### src/rtl/issue_queue_int_pkg.sv
`default_nettype none
// +----------------------------------------------------------------------+
// | issue_queue_int_pkg                                                  |
// | Shared types and constants for the integer/ld-st/mul issue queues.   |
// | Revision: 1.0                                                        |
// +----------------------------------------------------------------------+
package issue_queue_int_pkg;

  localparam int IQ_TAG_W  = 5;
  localparam int IQ_DATA_W = 32;

  // Integer ALU opcodes
  localparam logic [3:0] OP_ADD = 4'h0;
  localparam logic [3:0] OP_SUB = 4'h1;
  localparam logic [3:0] OP_AND = 4'h2;
  localparam logic [3:0] OP_OR  = 4'h3;
  localparam logic [3:0] OP_XOR = 4'h4;
  localparam logic [3:0] OP_SLL = 4'h5;
  localparam logic [3:0] OP_SRL = 4'h6;
  localparam logic [3:0] OP_SRA = 4'h7;
  localparam logic [3:0] OP_SLT = 4'h8;

  typedef struct packed {
    logic                 valid;
    logic [IQ_DATA_W-1:0] rs_data;
    logic                 rs_valid;
    logic [IQ_TAG_W-1:0]  rs_tag;
    logic [IQ_DATA_W-1:0] rt_data;
    logic                 rt_valid;
    logic [IQ_TAG_W-1:0]  rt_tag;
    logic [IQ_TAG_W-1:0]  rd_tag;
    logic [3:0]           opcode;
    logic [4:0]           shfamt;
  } iq_entry_t;

  // A pending operand picks up a CDB broadcast only while it is still waiting.
  function automatic logic tag_hit(input logic                op_valid,
                                   input logic [IQ_TAG_W-1:0] op_tag,
                                   input logic                cdb_valid,
                                   input logic [IQ_TAG_W-1:0] cdb_tag);
    return !op_valid && cdb_valid && (op_tag == cdb_tag);
  endfunction

endpackage
`default_nettype wire

### src/rtl/issue_queue_int_select.sv
`default_nettype none
// +----------------------------------------------------------------------+
// | iq_select                                                            |
// | One-hot picker over a ready vector. Lowest index wins by default;    |
// | with ISSUEQ_AGE_ORDER_EN the smallest age wins (ties -> lowest idx). |
// | Revision: 1.0                                                        |
// +----------------------------------------------------------------------+
module iq_select #(
  parameter int N = 4
`ifdef ISSUEQ_AGE_ORDER_EN
  , parameter int AGE_W = 2
`endif
) (
  input  logic [N-1:0]            ready,
`ifdef ISSUEQ_AGE_ORDER_EN
  input  logic [N-1:0][AGE_W-1:0] ages,
`endif
  output logic [N-1:0]            grant,
  output logic                    grant_valid
);

`ifdef ISSUEQ_AGE_ORDER_EN
  logic [AGE_W-1:0] best_age;

  // Oldest ready entry wins; strict compare keeps the lower index on a tie.
  always_comb begin
    grant       = '0;
    grant_valid = 1'b0;
    best_age    = '0;
    for (int i = 0; i < N; i++) begin
      if (ready[i] && (!grant_valid || (ages[i] < best_age))) begin
        grant       = '0;
        grant[i]    = 1'b1;
        grant_valid = 1'b1;
        best_age    = ages[i];
      end
    end
  end
`else
  // Lowest-index ready entry wins.
  always_comb begin
    grant       = '0;
    grant_valid = 1'b0;
    for (int i = 0; i < N; i++) begin
      if (ready[i] && !grant_valid) begin
        grant[i]    = 1'b1;
        grant_valid = 1'b1;
      end
    end
  end
`endif

endmodule
`default_nettype wire

### src/rtl/issue_queue_int.sv
`default_nettype none
// +----------------------------------------------------------------------+
// | issue_queue_int                                                      |
// | Integer issue queue: accepts dispatched instructions, wakes pending  |
// | operands from the CDB, issues one ready entry per cycle into a       |
// | registered slot for the integer ALU.                                 |
// | Optional: ISSUEQ_AGE_ORDER_EN selects oldest-first instead of        |
// | lowest-index-first.                                                  |
// | Revision: 1.0                                                        |
// +----------------------------------------------------------------------+
module issue_queue_int
  import issue_queue_int_pkg::*;
#(
  parameter int DEPTH  = 4,
  parameter int TAG_W  = IQ_TAG_W,
  parameter int DATA_W = IQ_DATA_W
) (
  input  logic              clock,
  input  logic              reset,
  input  logic              dispatch_en,
  input  logic [DATA_W-1:0] dispatch_rs_data,
  input  logic              dispatch_rs_data_valid,
  input  logic [TAG_W-1:0]  dispatch_rs_tag,
  input  logic [DATA_W-1:0] dispatch_rt_data,
  input  logic              dispatch_rt_data_valid,
  input  logic [TAG_W-1:0]  dispatch_rt_tag,
  input  logic [TAG_W-1:0]  dispatch_rd_tag,
  input  logic [3:0]        dispatch_opcode,
  input  logic [4:0]        dispatch_shfamt,
  output logic              issueque_full,
  input  logic              Cdb_valid,
  input  logic [TAG_W-1:0]  Cdb_rd_tag,
  input  logic [DATA_W-1:0] Cdb_data,
  input  logic              flush,
  output logic              issue_valid,
  input  logic              issue_ready,
  output logic [DATA_W-1:0] issue_rs_data,
  output logic [DATA_W-1:0] issue_rt_data,
  output logic [TAG_W-1:0]  issue_rd_tag,
  output logic [3:0]        issue_opcode,
  output logic [4:0]        issue_shfamt
);

  localparam int CNT_W = $clog2(DEPTH + 1);
`ifdef ISSUEQ_AGE_ORDER_EN
  localparam int AGE_W = $clog2(DEPTH);
`endif

  iq_entry_t         entries [DEPTH];
  iq_entry_t         new_entry;
  logic [CNT_W-1:0]  count;
  logic [CNT_W-1:0]  count_next;
  logic [DEPTH-1:0]  ready_vec;
  logic [DEPTH-1:0]  free_onehot;
  logic              free_found;
  logic [DEPTH-1:0]  grant;
  logic              grant_valid;
  logic              accept;
  logic              load;
  logic              rs_bypass;
  logic              rt_bypass;
  logic [DATA_W-1:0] sel_rs_data;
  logic [DATA_W-1:0] sel_rt_data;
  logic [TAG_W-1:0]  sel_rd_tag;
  logic [3:0]        sel_opcode;
  logic [4:0]        sel_shfamt;

  // A full queue blocks dispatch even if an entry frees on this same edge.
  assign accept = dispatch_en && !issueque_full;
  assign load   = grant_valid && (!issue_valid || issue_ready);

  assign rs_bypass = tag_hit(dispatch_rs_data_valid, dispatch_rs_tag, Cdb_valid, Cdb_rd_tag);
  assign rt_bypass = tag_hit(dispatch_rt_data_valid, dispatch_rt_tag, Cdb_valid, Cdb_rd_tag);

  // Entry image for a dispatch, with operands already broadcast this cycle folded in.
  always_comb begin
    new_entry          = '0;
    new_entry.valid    = 1'b1;
    new_entry.rs_data  = rs_bypass ? Cdb_data : dispatch_rs_data;
    new_entry.rs_valid = dispatch_rs_data_valid || rs_bypass;
    new_entry.rs_tag   = dispatch_rs_tag;
    new_entry.rt_data  = rt_bypass ? Cdb_data : dispatch_rt_data;
    new_entry.rt_valid = dispatch_rt_data_valid || rt_bypass;
    new_entry.rt_tag   = dispatch_rt_tag;
    new_entry.rd_tag   = dispatch_rd_tag;
    new_entry.opcode   = dispatch_opcode;
    new_entry.shfamt   = dispatch_shfamt;
  end

  // Ready vector and lowest free slot from the current entry state.
  always_comb begin
    ready_vec   = '0;
    free_onehot = '0;
    free_found  = 1'b0;
    for (int i = 0; i < DEPTH; i++) begin
      ready_vec[i] = entries[i].valid && entries[i].rs_valid && entries[i].rt_valid;
      if (!entries[i].valid && !free_found) begin
        free_onehot[i] = 1'b1;
        free_found     = 1'b1;
      end
    end
  end

`ifdef ISSUEQ_AGE_ORDER_EN
  logic [DEPTH-1:0][AGE_W-1:0] age;
  logic [AGE_W-1:0]            sel_age;
  logic [AGE_W-1:0]            new_age;

  // A write that coincides with a free lands after the survivors shift down,
  // so it takes count-1 to keep ages dense and unique.
  assign new_age = AGE_W'(count - CNT_W'(load));

  // Age of the entry being granted.
  always_comb begin
    sel_age = '0;
    for (int i = 0; i < DEPTH; i++) begin
      if (grant[i]) sel_age = age[i];
    end
  end

  // Age bookkeeping: stamp on write, younger entries close the gap on a free.
  always_ff @(posedge clock or posedge reset) begin
    if (reset) begin
      age <= '0;
    end else if (flush) begin
      age <= '0;
    end else begin
      for (int i = 0; i < DEPTH; i++) begin
        if (accept && free_onehot[i]) begin
          age[i] <= new_age;
        end else if (load && entries[i].valid && !grant[i] && (age[i] > sel_age)) begin
          age[i] <= age[i] - 1'b1;
        end
      end
    end
  end
`endif

  iq_select #(
    .N(DEPTH)
`ifdef ISSUEQ_AGE_ORDER_EN
    , .AGE_W(AGE_W)
`endif
  ) u_select (
    .ready      (ready_vec),
`ifdef ISSUEQ_AGE_ORDER_EN
    .ages       (age),
`endif
    .grant      (grant),
    .grant_valid(grant_valid)
  );

  // Fields of the granted entry, muxed by the one-hot grant.
  always_comb begin
    sel_rs_data = '0;
    sel_rt_data = '0;
    sel_rd_tag  = '0;
    sel_opcode  = '0;
    sel_shfamt  = '0;
    for (int i = 0; i < DEPTH; i++) begin
      if (grant[i]) begin
        sel_rs_data = entries[i].rs_data;
        sel_rt_data = entries[i].rt_data;
        sel_rd_tag  = entries[i].rd_tag;
        sel_opcode  = entries[i].opcode;
        sel_shfamt  = entries[i].shfamt;
      end
    end
  end

  // Entry storage: free on issue, write on dispatch, otherwise snoop the CDB.
  always_ff @(posedge clock or posedge reset) begin
    if (reset) begin
      for (int i = 0; i < DEPTH; i++) entries[i] <= '0;
    end else if (flush) begin
      for (int i = 0; i < DEPTH; i++) entries[i].valid <= 1'b0;
    end else begin
      for (int i = 0; i < DEPTH; i++) begin
        if (load && grant[i]) begin
          entries[i].valid <= 1'b0;
        end else if (accept && free_onehot[i]) begin
          entries[i] <= new_entry;
        end else if (entries[i].valid) begin
          if (tag_hit(entries[i].rs_valid, entries[i].rs_tag, Cdb_valid, Cdb_rd_tag)) begin
            entries[i].rs_data  <= Cdb_data;
            entries[i].rs_valid <= 1'b1;
          end
          if (tag_hit(entries[i].rt_valid, entries[i].rt_tag, Cdb_valid, Cdb_rd_tag)) begin
            entries[i].rt_data  <= Cdb_data;
            entries[i].rt_valid <= 1'b1;
          end
        end
      end
    end
  end

  assign count_next = count + CNT_W'(accept) - CNT_W'(load);

  // Occupancy count and registered full flag.
  always_ff @(posedge clock or posedge reset) begin
    if (reset) begin
      count         <= '0;
      issueque_full <= 1'b0;
    end else if (flush) begin
      count         <= '0;
      issueque_full <= 1'b0;
    end else begin
      count         <= count_next;
      issueque_full <= (count_next == CNT_W'(DEPTH));
    end
  end

  // Issue slot: load when empty or being consumed, drain when consumed with nothing ready.
  always_ff @(posedge clock or posedge reset) begin
    if (reset) begin
      issue_valid   <= 1'b0;
      issue_rs_data <= '0;
      issue_rt_data <= '0;
      issue_rd_tag  <= '0;
      issue_opcode  <= '0;
      issue_shfamt  <= '0;
    end else if (flush) begin
      issue_valid   <= 1'b0;
      issue_rs_data <= '0;
      issue_rt_data <= '0;
      issue_rd_tag  <= '0;
      issue_opcode  <= '0;
      issue_shfamt  <= '0;
    end else if (load) begin
      issue_valid   <= 1'b1;
      issue_rs_data <= sel_rs_data;
      issue_rt_data <= sel_rt_data;
      issue_rd_tag  <= sel_rd_tag;
      issue_opcode  <= sel_opcode;
      issue_shfamt  <= sel_shfamt;
    end else if (issue_ready) begin
      issue_valid   <= 1'b0;
    end
  end

  a_count_bound: assert property (@(posedge clock) disable iff (reset)
    count <= CNT_W'(DEPTH));
  a_no_underflow: assert property (@(posedge clock) disable iff (reset)
    !(load && (count == '0)));
  a_no_overflow: assert property (@(posedge clock) disable iff (reset)
    !(accept && !load && (count == CNT_W'(DEPTH))));

endmodule
`default_nettype wire

### config.mk
export PLATFORM = sky130hd
export DESIGN_NAME = issue_queue_int
export DESIGN_NICKNAME = d
export VERILOG_FILES = /design/src/rtl/issue_queue_int_pkg.sv /design/src/rtl/issue_queue_int_select.sv /design/src/rtl/issue_queue_int.sv
export SDC_FILE = /design/constraint.sdc
export NUM_CORES = 1
export LEC_CHECK = 0
export CAP_MARGIN = 20
export CORE_MARGIN = 2
export CORE_UTILIZATION = 35
export CTS_CLUSTER_DIAMETER = 200
export DETAILED_ROUTE_END_ITERATION = 6
export SETUP_SLACK_MARGIN = 0.02
export SLEW_MARGIN = 15
export SYNTH_ARGS = -nofsm -noshare
export SYNTH_HDL_FRONTEND = slang
export SYNTH_SLANG_ARGS = --single-unit
### constraint.sdc
create_clock -name clock -period 45.8 [get_ports clock]
set_clock_uncertainty 0.15 [all_clocks]
set_input_delay 9.16 -clock clock [delete_from_list [all_inputs] [get_ports clock]]
set_output_delay 9.16 -clock clock [all_outputs]
set_load 0.02 [all_outputs]
After elaboration in Yosys (flattened, before gate mapping)
Cells that the tools add are included.
{ "word_totals": {"elab_cells": 249, "ff_bits": 447, "inputBits": 133} }
{ "classes": {"add_sub_neg": 2, "bitwise_logic": 5, "eq_ne": 11, "muxes": 86, "reduce_logical": 97} }
{ "ops": {"columns": ["operator", "n"], "rows": [
  ["$mux W33", 24],
  ["$mux W32", 14],
  ["$mux W5", 12],
  ["$eq A5 B5 Y1", 10],
  ["$logic_and A1 B1 Y1", 44],
  ["$reduce_and A4 Y1", 8],
  ["$mux W1", 29],
  ["$reduce_bool A2 Y1", 13],
  ["$mux W4", 6],
  ["$logic_not A1 Y1", 20],
  ["$reduce_bool A3 Y1", 5],
  ["$reduce_and A3 Y1", 4],
  ["$not A1 Y1", 5],
  ["$add A3 B1 Y3", 1],
  ["$eq A3 B3 Y1 const B", 1],
  ["$logic_or A1 B1 Y1", 3],
  ["$mux W3", 1],
  ["$sub A3 B1 Y3", 1]
]} }

Logic depth before layout (Yosys ltp)
{ "depth": {"depth_word": 16, "ltp_mapped": 10, "ltp_nobuf": 10} }

Hierarchy
Synthesis repeated with hierarchy kept, for this count alone.
{ "hier_totals": {"cells_unflattened": 1975, "hier_area_um2": 22952.0} }
{ "modules_own_cells": {"columns": ["mod", "cells_per_inst", "area_each_um2", "n_inst"], "rows": [
  ["issue_queue_int", 1970, 22914.5, 1],
  ["iq_select", 5, 37.5, 1]
]} }

Least setup slack after synthesis
OpenSTA, ideal clock, no wires.
{ "synth_timing": {"kind": "input to register", "from": "in Cdb_rd_tag[4]", "to": "reg entries[149] (netlist name)", "slack_ns": 34.653, "path_buffers": 2, "t_required_ns": 45.525, "path_stages": 7, "setup_time_ns": 0.125, "arrival_time_ns": 10.873, "path_cell_list": "buf_4 > xor2_1 > nor4_4 > a21o_1 > buf_2 > mux2_2 > mux2_2"} }
{ "synth_between": {"elab_chain_len": 4, "word_cells_on_any_way": 8, "cone_classes": "eq/ne: 2; mux: 2; reduce/logical: 4"} }
{ "synth_lines": {"columns": ["element", "line_no", "source"], "rows": [
  ["start: declaration", "issue_queue_int.sv:32", "input logic [TAG_W-1:0] Cdb_rd_tag,"],
  ["$eq A5 B5 Y1", "issue_queue_int_pkg.sv:41", "return !op_valid && cdb_valid && (op_tag == cdb_tag);"],
  ["$logic_and A1 B1 Y1", "issue_queue_int_pkg.sv:41", null],
  ["$reduce_bool A2 Y1 (no line) or $mux W32 (tied branches)", null, null],
  ["$reduce_and A4 Y1 (no line) or $mux W33 (tied branches)", null, null],
  ["end signal: indexed assignment", "issue_queue_int.sv:182", "entries[i] <= new_entry;"],
  ["end: declaration", "issue_queue_int.sv:49", "iq_entry_t entries [DEPTH];"]
]} }
Several ways; a longest one is shown, not always the timed one.
A chain may end at the register's enable or synchronous reset.

Worst setup path after layout
{ "layout_timing": {"from": "in Cdb_rd_tag[3]", "to": "reg entries[164] (netlist name)"} }
The elaborated chain is that of the path after synthesis.

==> impl_metrics.prom <==
# TYPE chip_impl_metric gauge
chip_impl_metric{name="setup_tns",unit="ns"} 0
chip_impl_metric{name="cts_setup_buffers",unit=""} 0
chip_impl_metric{name="pwr_density_cell",unit="nW/um^2"} 50.3
chip_impl_metric{name="n_fill_cell",unit=""} 5836
chip_impl_metric{name="static-leakage-power",unit="nW"} 11.3
chip_impl_metric{name="post-layout-total-power",unit="W"} 0.00134
chip_impl_metric{name="antenna_found_initial",unit=""} 12
chip_impl_info{name="worstHoldPathType",value="reg -> reg"} 1
chip_impl_info{name="timing.setup.critical_path_class",value="in -> reg"} 1
chip_impl_info{name="synth_top_cells_by_area",value="sky130_fd_sc_hd__dfrtp_1 (50%), sky130_fd_sc_hd__mux2_2 (24%), sky130_fd_sc_hd__a21oi_1 (3.3%), sky130_fd_sc_hd__a221oi_1 (3.0%), sky130_fd_sc_hd__a22o_1 (3.0%)"} 1
chip_impl_info{name="outcome",value="complete, no violations"} 1
chip_impl_metric{name="grt_max_degree",unit=""} 88
chip_impl_metric{name="flow.area_growth_from_synthesis",unit="%"} 20.3
chip_impl_metric{name="core",unit="um^2"} 63000
chip_impl_metric{name="yosysUniqueCellTypes",unit=""} 59
chip_impl_metric{name="grt_pass1_wl",unit="um"} 104000
chip_impl_info{name="synth.cells.most_frequent",value="sky130_fd_sc_hd__mux2_2 (475), sky130_fd_sc_hd__dfrtp_1 (447), sky130_fd_sc_hd__a21oi_1 (148)"} 1
chip_impl_metric{name="first_global_vias",unit=""} 16745
chip_impl_info{name="crit_path_end_kind",value="register"} 1
chip_impl_metric{name="syn_area",unit="um^2"} 22200
chip_impl_info{name="grt_setup_unrepaired",value="false"} 1
chip_impl_metric{name="arrival",unit="ns"} 12.45
chip_impl_info{name="startpoint_type",value="primary input"} 1
chip_impl_metric{name="fin_crit",unit="ns"} 12.13
chip_impl_info{name="synthMostInstantiatedCell",value="sky130_fd_sc_hd__mux2_2"} 1
chip_impl_metric{name="r2r.worst_path.cells",unit=""} 6
chip_impl_metric{name="finalHoldViolations",unit=""} 0
chip_impl_metric{name="final_min_period_over_clock_period",unit=""} 0.265
chip_impl_metric{name="clock-sinks",unit=""} 447
chip_impl_metric{name="top_level_ports",unit=""} 213
chip_impl_metric{name="worstHoldPathCells",unit=""} 1
chip_impl_metric{name="post_cts_hold_buffer_count",unit=""} 0
chip_impl_metric{name="max_clock_freq",unit="MHz"} 82.4
chip_impl_metric{name="synth-async-reset-ratio",unit=""} 1.00
chip_impl_metric{name="synth_fp_nets",unit=""} 1954
chip_impl_metric{name="finished_core_util",unit=""} 0.425
chip_impl_metric{name="wirelength",unit="um"} 67400
chip_impl_metric{name="synth_warnings",unit=""} 0
chip_impl_metric{name="report.final.setup_viol",unit=""} 0
chip_impl_metric{name="cts_inserted_buffers",unit=""} 49
chip_impl_metric{name="flops_latches_synth",unit=""} 447
chip_impl_metric{name="synth_edf_count",unit=""} 0
chip_impl_metric{name="vias",unit=""} 15772
chip_impl_metric{name="die_h",unit="um"} 256
chip_impl_metric{name="die-width",unit="um"} 256
chip_impl_metric{name="clkLatencyLatePin",unit="ns"} 0.59
chip_impl_metric{name="layout.nets",unit=""} 2105
chip_impl_metric{name="grt.overflow.total",unit=""} 0
chip_impl_metric{name="max_cap_violations",unit=""} 0
chip_impl_metric{name="avgRoutedWirePerCell",unit="um"} 23.6
chip_impl_metric{name="cts.repair.resized",unit=""} 0
chip_impl_metric{name="slew_headroom",unit=""} 0.237
chip_impl_metric{name="number_of_instances_in_the_synthesized_netlist",unit=""} 1818
chip_impl_metric{name="postSynthAreaPerCell",unit="um^2"} 12.2
chip_impl_metric{name="drv_slew",unit=""} 0
chip_impl_metric{name="worst_pin_slew",unit="ns"} 1.14
chip_impl_metric{name="fin_hold_ws",unit="ns"} 0.355
chip_impl_metric{name="global_route.usage.total",unit=""} 0.205
chip_impl_metric{name="timing.critical_path.fanout_max",unit=""} 32
chip_impl_metric{name="initial_core_util",unit=""} 0.353
chip_impl_info{name="synthDominantAreaCellType",value="sky130_fd_sc_hd__dfrtp_1"} 1
chip_impl_metric{name="detail_route.drc_violations",unit=""} 0
chip_impl_metric{name="worstPathRequired",unit="ns"} 46.12
chip_impl_metric{name="post-synth-top-area-fraction",unit=""} 0.503
chip_impl_info{name="tritoncts",value="built"} 1
chip_impl_metric{name="clockBufferDepth",unit=""} 3
chip_impl_metric{name="globalplace.congestion",unit=""} 0.778
chip_impl_info{name="postSynth.topFlopCell",value="sky130_fd_sc_hd__dfrtp_1"} 1
chip_impl_metric{name="drt_first_pass_iters",unit=""} 5
chip_impl_metric{name="cts.reportedPaths.clkPinSlew",unit="ns"} 0.06
chip_impl_metric{name="post_route_cells_drive_above_1_share",unit=""} 0.309
chip_impl_metric{name="place.port_buffers",unit=""} 212
chip_impl_info{name="clockRootBuffer",value="sky130_fd_sc_hd__clkbuf_16"} 1
chip_impl_metric{name="clock_tree.htree_level_count",unit=""} 2
chip_impl_metric{name="hpwl",unit="um"} 41200
chip_impl_metric{name="via_per_instance_ratio",unit=""} 5.53
chip_impl_metric{name="floorplan.die_area",unit="um^2"} 65500
chip_impl_metric{name="vdd_drop_max",unit="mV"} 0.0289
chip_impl_metric{name="seq_area_frac_synth",unit=""} 0.503
chip_impl_metric{name="detailed_router_s_first_iteration_violation_count",unit=""} 1038
chip_impl_metric{name="rows",unit=""} 92
chip_impl_metric{name="number_of_routed_nets_with_antenna_violations",unit=""} 0
==> cell families (layout without fill, tap and decap cells) <==
logic type | count (synthesis) | in the layout | synth area share
muxes | 544 | 544 | 0.272
DFF | 447 | 447 | 0.503
AOI/OAI and AO/OA | 401 | 401 | 0.126
and+or+nand+nor | 222 | 222 | 0.0453
buffers and inverters | 155 | 341 | 0.0330
xor gates and xnor gates | 46 | 46 | 0.0181
adders and majority gates | 3 | 3 | 0.00203
other | 0 | 2 | 0
==> state kept, by name, indices dropped and copies added (netlist names) <==
register       cells
count              3
entries          364
issue_opcode       4
issue_rd_tag       5
issue_rs_data     32
issue_rt_data     32
issue_shfamt       5
issue_valid        1
issueque_full      1
==> power breakdown <==
part           internal (W)  switching [W]
sequential         0.000518      0.0000707
combinational      0.000183       0.000186
clock              0.000223       0.000163
total              0.000924       0.000420
==> metrics by stage <==
stage,std cells,area [um^2],setup WS (ns)
global placement,2763,25200,33.12
floorplan,1818,22200,24.03
CTS,2849,26700,33.70
detailed placement,2763,25200,33.06
global route,2851,26700,33.54
finish,2852,26700,33.67
==> critical path: stages <==
cell	delay, ns
sky130_fd_sc_hd__clkdlybuf4s50_1	0.84
sky130_fd_sc_hd__xor2_1	0.19
sky130_fd_sc_hd__nor4_4	0.64
sky130_fd_sc_hd__a21o_2	0.91
sky130_fd_sc_hd__mux2_2	0.42
sky130_fd_sc_hd__mux2_2	0.26
==> routing by layer <==
layer,GRT usage,part of all wire,vias up
li1,-,-,7031
met1,0.258,0.42,8142
met2,0.336,0.47,451
met3,0.0597,0.073,130
met4,0.0682,0.028,18
met5,0,0.0016,-
==> placed cells by master, fill, tap and decap left out, drive strengths merged, types with 3 or more instances in the layout <==
master	count
mux2	480
dfrtp	447
clkdlybuf4s50	212
a21oi	153
nor2	92
nand2	82
a221oi	77
a22o	77
clkbuf	74
mux2i	64
a31oi	64
buf	34
xnor2	26
xor2	20
clkinv	11
inv	9
o21ai	9
nor2b	8
nand2b	6
nand3	6
nand4	5
nand3b	4
nor4	4
a2bb2oi	3
and3	3
a211oi	3
nor3b	3
==> area by class of cell <==
type	count	area, um^2	area share
Multi-Input combinational cell	1216	10500	0.393
Sequential cell	447	11200	0.418
Timing Repair Buffer	246	2400	0.0897
Antenna cell	2	5.00	0.000187
Tap cell	846	1060	0.0396
Inverter	9	41.3	0.00154
Clock inverter	12	100	0.00374
Clock buffer	74	1450	0.0543
==> worst paths after layout <==
path	to	from	slack, ns
min	issue_rs_data[28]	issue_rs_data[28]	0.36
max reg2reg	entries[164]	entries[272]	41.80
min in group asynchronous	entries[281]	reset	8.93
max in group asynchronous	entries[304]	reset	34.30
max	entries[164]	Cdb_rd_tag[3]	33.67
min reg2reg	issue_rs_data[28]	issue_rs_data[28]	0.36
Power figures use the tool's default switching activity.
